**config.mk**
```make
export PLATFORM = sky130hd
export DESIGN_NAME = bus_arbiter
export DESIGN_NICKNAME = d
export VERILOG_FILES = /design/src/rtl/bus_arb_pkg.sv /design/src/rtl/bus_arb_rr_pick.sv /design/src/rtl/bus_arbiter.sv
export SDC_FILE = /design/constraint.sdc
export NUM_CORES = 1
export LEC_CHECK = 0
export ABC_AREA = 1
export BUFFER_PORTS_ARGS = -buffer_cell sky130_fd_sc_hd__buf_2
export CAP_MARGIN = 20
export CORE_UTILIZATION = 25
export DETAILED_ROUTE_END_ITERATION = 6
export GPL_ROUTABILITY_DRIVEN = 0
export GPL_TIMING_DRIVEN = 1
export PLACE_DENSITY = 0.6
export SYNTH_ARGS = -nofsm -noshare
export SYNTH_HDL_FRONTEND = slang
export SYNTH_SLANG_ARGS = --single-unit
```
**constraint.sdc**
```tcl
create_clock -name clk_i -period 5.3 [get_ports clk_i]
set_input_delay 1.06 -clock clk_i [delete_from_list [all_inputs] [get_ports clk_i]]
set_output_delay 1.06 -clock clk_i [all_outputs]
set_load 0.02 [all_outputs]
```
**src/rtl/bus_arb_pkg.sv**
```systemverilog
`default_nettype none
// ============================================================================
//  Module      : bus_arb_pkg
//  Description : Shared types and constants for the two-master bus arbiter:
//                FSM state encoding, owner encoding and the default read
//                data returned when a read is forced to complete.
//  Revision    : 1.0  initial release
// ============================================================================
package bus_arb_pkg;

    typedef enum logic [1:0] {
        IDLE  = 2'd0,
        ISSUE = 2'd1,
        WAIT  = 2'd2
    } state_t;

    localparam logic OWNER_M0 = 1'b0;
    localparam logic OWNER_M1 = 1'b1;

    localparam logic [31:0] TIMEOUT_RDATA_DEFAULT = 32'hDEADBEEF;

endpackage
`default_nettype wire

```
**src/rtl/bus_arb_rr_pick.sv**
```systemverilog
`default_nettype none
// ============================================================================
//  Module      : bus_arb_rr_pick
//  Description : Combinational two-way round-robin picker. A lone requester
//                wins outright; on a tie the master that did not own the bus
//                last time wins.
//  Ports       : req[1:0]    request vector (bit 0 = master 0)
//                last_owner  owner of the previous transaction
//                valid       at least one request present
//                winner      selected master (OWNER_M0 / OWNER_M1)
//  Revision    : 1.0  initial release
// ============================================================================
module bus_arb_rr_pick
    import bus_arb_pkg::*;
(
    input  logic [1:0] req,
    input  logic       last_owner,
    output logic       valid,
    output logic       winner
);

    always_comb begin
        valid  = |req;
        winner = OWNER_M0;
        case (req)
            2'b01:   winner = OWNER_M0;
            2'b10:   winner = OWNER_M1;
            2'b11:   winner = ~last_owner;
            default: winner = OWNER_M0;
        endcase
    end

endmodule
`default_nettype wire

```
**src/rtl/bus_arbiter.sv**
```systemverilog
`default_nettype none
// ============================================================================
//  Module      : bus_arbiter
//  Description : Two-master round-robin arbiter in front of the single SoC
//                bus master port (master 0 = core LSU, master 1 = JTAG debug).
//                One transaction outstanding at a time. The winning request is
//                registered and held on s_* until completion, because the bus
//                decodes its read return path from the live address.
//  Config      : `define ARB_TIMEOUT_EN to force-complete reads that wait
//                TIMEOUT_CYCLES cycles, returning TIMEOUT_RDATA with err set.
//                Without it reads wait for s_rvalid_i and err outputs are 0.
//  Ports       : clk_i, rst_i (async, active high)
//                m0_* / m1_*  master request in, gnt/rvalid/data/err out
//                s_*          bus master port (req/sel/addr/we/data out,
//                             rvalid/data in)
//  Revision    : 1.0  initial release
// ============================================================================
module bus_arbiter
    import bus_arb_pkg::*;
#(
    parameter int          TIMEOUT_CYCLES = 255,
    parameter logic [31:0] TIMEOUT_RDATA  = TIMEOUT_RDATA_DEFAULT
) (
    input  logic        clk_i,
    input  logic        rst_i,
    // master 0
    input  logic        m0_req_i,
    input  logic [3:0]  m0_sel_i,
    input  logic [31:0] m0_addr_i,
    input  logic        m0_we_i,
    input  logic [31:0] m0_data_i,
    output logic        m0_gnt_o,
    output logic        m0_rvalid_o,
    output logic [31:0] m0_data_o,
    output logic        m0_err_o,
    // master 1
    input  logic        m1_req_i,
    input  logic [3:0]  m1_sel_i,
    input  logic [31:0] m1_addr_i,
    input  logic        m1_we_i,
    input  logic [31:0] m1_data_i,
    output logic        m1_gnt_o,
    output logic        m1_rvalid_o,
    output logic [31:0] m1_data_o,
    output logic        m1_err_o,
    // bus side
    output logic        s_req_o,
    output logic [3:0]  s_sel_o,
    output logic [31:0] s_addr_o,
    output logic        s_we_o,
    output logic [31:0] s_data_o,
    input  logic        s_rvalid_i,
    input  logic [31:0] s_data_i
);

    generate
        if (TIMEOUT_CYCLES < 1 || TIMEOUT_CYCLES > 65535) begin : g_param_check
            $error("bus_arbiter: TIMEOUT_CYCLES must be in 1..65535");
        end
    endgenerate

    state_t      r_state;
    state_t      w_next_state;
    logic        r_owner;
    logic        r_last_owner;
    logic [3:0]  r_sel;
    logic [31:0] r_addr;
    logic        r_we;
    logic [31:0] r_data;

    logic        w_pick_valid;
    logic        w_pick_winner;
    logic        w_timeout;
    logic        w_gnt;
    logic        w_rvalid;
    logic [31:0] w_rdata;
    logic        w_active;

    bus_arb_rr_pick u_rr_pick (
        .req        ({m1_req_i, m0_req_i}),
        .last_owner (r_last_owner),
        .valid      (w_pick_valid),
        .winner     (w_pick_winner)
    );

`ifdef ARB_TIMEOUT_EN
    logic [15:0] r_wait_cnt;

    // Cleared while in ISSUE so it starts at zero on the first WAIT cycle.
    always_ff @(posedge clk_i or posedge rst_i) begin
        if (rst_i) begin
            r_wait_cnt <= '0;
        end else if (r_state == ISSUE) begin
            r_wait_cnt <= '0;
        end else if (r_state == WAIT) begin
            r_wait_cnt <= r_wait_cnt + 16'd1;
        end
    end

    // Real read data arriving in the expiry cycle takes precedence.
    assign w_timeout = (r_state == WAIT) && !s_rvalid_i &&
                       (r_wait_cnt == 16'(TIMEOUT_CYCLES - 1));
`else
    assign w_timeout = 1'b0;
`endif

    always_ff @(posedge clk_i or posedge rst_i) begin
        if (rst_i) begin
            r_state <= IDLE;
        end else begin
            r_state <= w_next_state;
        end
    end

    // Request capture: only sampled in IDLE, so requests arriving while the
    // bus is busy wait for the next arbitration round.
    always_ff @(posedge clk_i or posedge rst_i) begin
        if (rst_i) begin
            r_owner      <= OWNER_M0;
            r_last_owner <= OWNER_M1;
            r_sel        <= '0;
            r_addr       <= '0;
            r_we         <= 1'b0;
            r_data       <= '0;
        end else if (r_state == IDLE && w_pick_valid) begin
            r_owner      <= w_pick_winner;
            r_last_owner <= w_pick_winner;
            if (w_pick_winner == OWNER_M1) begin
                r_sel  <= m1_sel_i;
                r_addr <= m1_addr_i;
                r_we   <= m1_we_i;
                r_data <= m1_data_i;
            end else begin
                r_sel  <= m0_sel_i;
                r_addr <= m0_addr_i;
                r_we   <= m0_we_i;
                r_data <= m0_data_i;
            end
        end
    end

    always_comb begin
        w_next_state = r_state;
        w_gnt        = 1'b0;
        w_rvalid     = 1'b0;
        case (r_state)
            IDLE: begin
                if (w_pick_valid) begin
                    w_next_state = ISSUE;
                end
            end
            ISSUE: begin
                w_gnt = 1'b1;
                if (r_we) begin
                    w_next_state = IDLE;
                end else if (s_rvalid_i) begin
                    // combinational slave answered in the issue cycle
                    w_rvalid     = 1'b1;
                    w_next_state = IDLE;
                end else begin
                    w_next_state = WAIT;
                end
            end
            WAIT: begin
                if (s_rvalid_i || w_timeout) begin
                    w_rvalid     = 1'b1;
                    w_next_state = IDLE;
                end
            end
            default: begin
                w_next_state = IDLE;
            end
        endcase
    end

    assign w_rdata  = w_timeout ? TIMEOUT_RDATA : s_data_i;
    assign w_active = (r_state != IDLE);

    assign s_req_o  = (r_state == ISSUE);
    assign s_sel_o  = w_active ? r_sel  : '0;
    assign s_addr_o = w_active ? r_addr : '0;
    assign s_we_o   = w_active ? r_we   : 1'b0;
    assign s_data_o = w_active ? r_data : '0;

    assign m0_gnt_o    = w_gnt     && (r_owner == OWNER_M0);
    assign m0_rvalid_o = w_rvalid  && (r_owner == OWNER_M0);
    assign m0_err_o    = w_timeout && (r_owner == OWNER_M0);
    assign m0_data_o   = m0_rvalid_o ? w_rdata : '0;

    assign m1_gnt_o    = w_gnt     && (r_owner == OWNER_M1);
    assign m1_rvalid_o = w_rvalid  && (r_owner == OWNER_M1);
    assign m1_err_o    = w_timeout && (r_owner == OWNER_M1);
    assign m1_data_o   = m1_rvalid_o ? w_rdata : '0;

endmodule
`default_nettype wire
```
# [Word-level counts from Yosys, hierarchy flattened]
# Cells that the tools add are included.
[op_classes] eq_ne=6 muxes=20 n_bitwise=2 n_reduce_logical=9
[ops] operator="$mux 32" count=6
[ops] operator="$mux 2" count=4
[ops] operator="$mux 4" count=2
[ops] operator="$eq 2x2->1 const B" count=3
[ops] operator="$pmux 2 s3" count=1
[ops] operator="$logic_and 1x1->1" count=5
[ops] operator="$mux 1" count=5
[ops] operator="$ne 2x2->1 const B" count=2
[ops] operator="$pmux 1 s2" count=2
[ops] operator="$eq 2x1->1 const B" count=1
[ops] operator="$logic_not 2->1" count=1
[ops] operator="$not 1->1" count=2
[ops] operator="$reduce_and 2->1" count=1
[ops] operator="$reduce_bool 2->1" count=1
[ops] operator="$reduce_or 2->1" count=1
[totals] register_bits=73 in_bits=175 out_inout_bits=140

# [Longest topological paths before layout]
[logic_depth] ltp_word=5 ltp_mapped=9 mapped_depth_nobuf=7

# [Modules after synthesis]
# A second synthesis with hierarchy kept.
[hier_totals] cells_unflattened=739 hier_area_um2=4734.5
[modules_own_cells] module="bus_arbiter" instances=1 cells_each=736 area_per_inst_um2=4719.5 seq_area_each_um2=1828.0
[modules_own_cells] module="bus_arb_rr_pick" instances=1 cells_each=3 area_per_inst_um2=15.0 seq_area_each_um2=0.0

# [Worst setup path before layout]
# No wires, ideal clock.
[synth_path] path_type="input to output" start="input s_rvalid_i" end="output m1_data_o[22]" arrival_time_ns=1.824 required_time_ns=4.240 slack_ns=2.416 stages=5 path_cell_list="nand2_1 > inv_1 > nand3_1 > clkbuf_1 > nor2_1"
[synth_via] elab_chain_len=5
[synth_lines] item="start, declared" line_no="bus_arbiter.sv:52" source="input logic s_rvalid_i,"
[synth_lines] item="$mux 1 (*)" line_no="bus_arbiter.sv:156, bus_arbiter.sv:165"
[synth_lines] item="$mux 1" line_no="bus_arbiter.sv:154" source="if (r_we) begin"
[synth_lines] item="$pmux 1 s2 (*)" line_no="bus_arbiter.sv:146" source="case (r_state)"
[synth_lines] item="$logic_and 1x1->1 (*)" line_no="bus_arbiter.sv:191" source="assign m1_rvalid_o = w_rvalid && (r_owner == OWNER_M1);"
[synth_lines] item="$mux 32 (*)" line_no="bus_arbiter.sv:193" source="assign m1_data_o = m1_rvalid_o ? w_rdata : '0;"
[synth_lines] item="end, declared" line_no="bus_arbiter.sv:44" source="output logic [31:0] m1_data_o,"
# Every way passes the cells marked *; elsewhere a longest branch is shown, timed or not.

# [Final worst setup path]
[layout_path] start="register r_state[0]" end="output s_addr_o[16]"
[layout_via] elab_chain_len=2
[layout_lines] item="start, declared" line_no="bus_arbiter.sv:62" source="state_t r_state;"
[layout_lines] item="start signal, assigned" line_no="bus_arbiter.sv:111" source="r_state <= w_next_state;"
[layout_lines] item="$reduce_bool 2->1" line_no="bus_arbiter.sv:177" source="assign w_active = (r_state != IDLE);"
[layout_lines] item="$mux 32" line_no="bus_arbiter.sv:181" source="assign s_addr_o = w_active ? r_addr : '0;"
[layout_lines] item="end, declared" line_no="bus_arbiter.sv:49" source="output logic [31:0] s_addr_o,"
# Every way passes these cells.

==> summary.md <==
| Metric | Value |
|---|---|
| Most frequent cell after synthesis | `inv_1` |
| Worst EP arrival | `2.46 ns` |
| Fin util | `35.7%` |
| Max-slew violations | `0` |
| Setup violators final | `0` |
| H-tree depth | `3` |
| Buffers on Ports | `312` |
| Vias | `5830` |
| Largest family of logic cells by synthesized area | `simple AND/OR/NAND/NOR gates` |
| Hold WC Path Type | `flop to flop` |
| Worst path required time | `4.24 ns` |
| Yosys cell types | `17` |
| Post-route ant nets | `0` |
| Crit Path Class | `flop to output pin` |
| Mux contribution to synthesized area | `0%` |
| CP Capture Type | `output pin` |
| Worst slew margin | `33.2%` |
| Largest net degree at the start of global routing | `71` |
| Avg Cell Area, Syn | `5.80 um2` |
| Leak | `0.00504 uW` |
| Maxcap violations | `0` |
| Worst-path fanout max | `46` |
| Gr usage total | `15.5%` |
| Vias in the first global route | `5546` |
| Clock-pin slew on the worst setup and hold paths | `0.06 ns` |
| Most used DFF post-synth | `dfrtp_1` |
| Worst Tran Pin Value | `1.00 ns` |
| Routed WL | `16000 um` |
| Status | `complete, no violations` |
| Synth Area in Simple Gates | `40.4%` |
| Core region area | `20200 um2` |
| Clock share of power | `17.3%` |
| Post-synth EDFFs | `0` |
| Yosys synthesis warning count | `0` |
| Compound-Gate Fraction of Synth Area | `0.0973%` |
| Nets | `1347` |
| Synth Instances | `887` |
| Fmax | `0.284 GHz` |
| Iter 0 DRT Violations | `207` |
| WL per Instance | `11.1 um` |
| CTS Sinks | `73` |
| Power, Total | `3680 uW` |
| Row cnt | `52` |
| Die width | `145 um` |
| Worst skew pair latency | `0.34 ns` |
| CP Launch Type | `flop` |
| Mapped cell area | `5140 um2` |
| Hold Fails Final Rpt | `0` |
| Switching pwr | `1810 uW` |
| Yosys top cell by area | `dfrtp_1` |
| Area growth from synthesis to final layout | `40.5%` |
| Switching part of the total | `49.2%` |
| Min-delay src | `r_last_owner` |
| Comb power frac | `55.8%` |
| Period minus WS final | `3.52 ns` |
| Reg2reg start | `r_state[0]` |
| Root Driver | `clkbuf_16` |
| Area share of the largest cell type after synthesis | `35.0%` |
| TritonCTS Buffers | `9` |
| Post-Synth XOR/XNOR Area | `0%` |
| Register area share after synthesis | `35.5%` |
| Via density per instance | `4.04` |
| CTS tree | `built` |
| Initial antenna violation count | `0` |
| Antenna Cells | `0` |
| DRT Pass-1 Iters | `4` |
| Post-CTS Setup Bufs | `0` |
| Final hold slack | `0.470 ns` |
| Setup WS post-layout | `1.78 ns` |
| Period utilisation layout | `66.5%` |
| Resize count post-CTS | `0` |
| Hold_buf cts | `0` |
| Reg power frac | `26.9%` |
| Post-Synth Adder-Cell Area | `0.973%` |
| Grt total ovfl | `0` |
| Synthesized flop and latch total | `73` |
| RSZ-0062 raised after global routing | `no` |
| Synth top cells by count | `inv_1, nand2_1, nand3_1` |
| Fraction of layout instances using a drive strength above 1 | `29.5%` |
| Die extent in y | `145 um` |
| PD cells | `510 nW/um2` |
| DRC | `0` |
| Die area | `21200 um2` |
| Worst vdd rail ir drop | `183 uV` |
| Setup WS pre-CTS | `1.66 ns` |
| Initial core utilization | `25.4%` |
| Filler cell count | `2211` |
| Top post-synthesis cells by area | `dfrtp_1, inv_1, nand2_1` |
| Io pins | `315` |
| Detailed Place HPWL | `11600 um` |
| Internal cell power | `1870 uW` |
| CP Launch Point | `r_state[0]` |
| Layout Skew | `0.00653 ns` |
| Async SR Flop Fraction | `100%` |
| First-pass GRT wire length | `26700 um` |
| Clock Path Buffers | `2` |
| TNS Setup | `0 ns` |
-- stage by stage --
step           instance area, um2  instances
2_1_floorplan                5150        888
3_3_place_gp                 6880       1425
3_5_place_dp                 6880       1425
4_1_cts                      7190       1441
5_1_grt                      7230       1443
6_report                     7230       1443
-- area by class of cell --
type	instances	area, um2	area share (%)
multi-input cells	510	2150	29.7
repair buffers	321	1660	22.9
clock buffers	10	239	3.31
inverters	253	951	13.2
flip-flops and latches	73	1830	25.3
clock inverters	6	72.6	1.00
well taps	270	338	4.67
-- logic make-up after synthesis --
group | Yosys count
other | 1
AOI/OAI and AO/OA | 1
DFF | 73
adders and majority gates | 4
and+or+nand+nor | 503
buffers and inverters | 305
-- worst max-delay path: stages (launching register included) --
cell and delay (ns):
dfrtp_1 0.42, inv_1 0.11, ha_2 0.85, buf_4 0.44, nor2_1 0.12, buf_2 0.18
-- routing by layer --
metal | GRT usage [%] | routed length [um] | vias to the layer above | part of all wire (%)
met2 | 26.1 | 7490 | 175 | 47
li1 | - | - | 3078 | -
met3 | 3.29 | 857 | 19 | 5.4
met5 | 0 | 0 | - | 0
met1 | 19.5 | 7360 | 2558 | 46
met4 | 5.42 | 300 | 0 | 1.9
-- placed cells by master, fill, tap and decap left out, types with 2 or more instances in the layout --
cell type	synthesis	routed
nor2_1	135	135
buf_2	17	312
inv_1	251	250
dfrtp_1	72	72
nand2_2	2	2
nand3_1	142	142
buf_4	3	7
ha_1	4	3
nand2_1	222	222
conb_1	1	2
inv_2	2	2
clkbuf_16	0	9
inv_6	0	3
-- path summary, 6_finish.rpt --
check	to	slack, ns	cells after the start
min reg2reg	r_last_owner	0.47	2
min	r_last_owner	0.47	2
min in group asynchronous	r_data[28]	0.72	2
max in group asynchronous	r_addr[31]	3.61	3
max	s_addr_o[16]	1.78	5
max reg2reg	r_data[30]	1.79	8
-- sequential cells by signal, indices dropped and copies added (netlist names) --
register / cells
r_addr: 32
r_data: 32
r_last_owner: 1
r_owner: 1
r_sel: 4
r_state: 2
r_we: 1
-- power groups by stage --
stage                     Clock [uW]  Combinational [uW]  Sequential [uW]
after floorplan                    0                1440              965
after global placement             0                2070              989
after detailed placement           0                2090              996
after CTS                        665                2090              994
after global routing             689                2310             1030
final                            636                2060              993
Note: power is estimated with default switching activity, not from simulation.
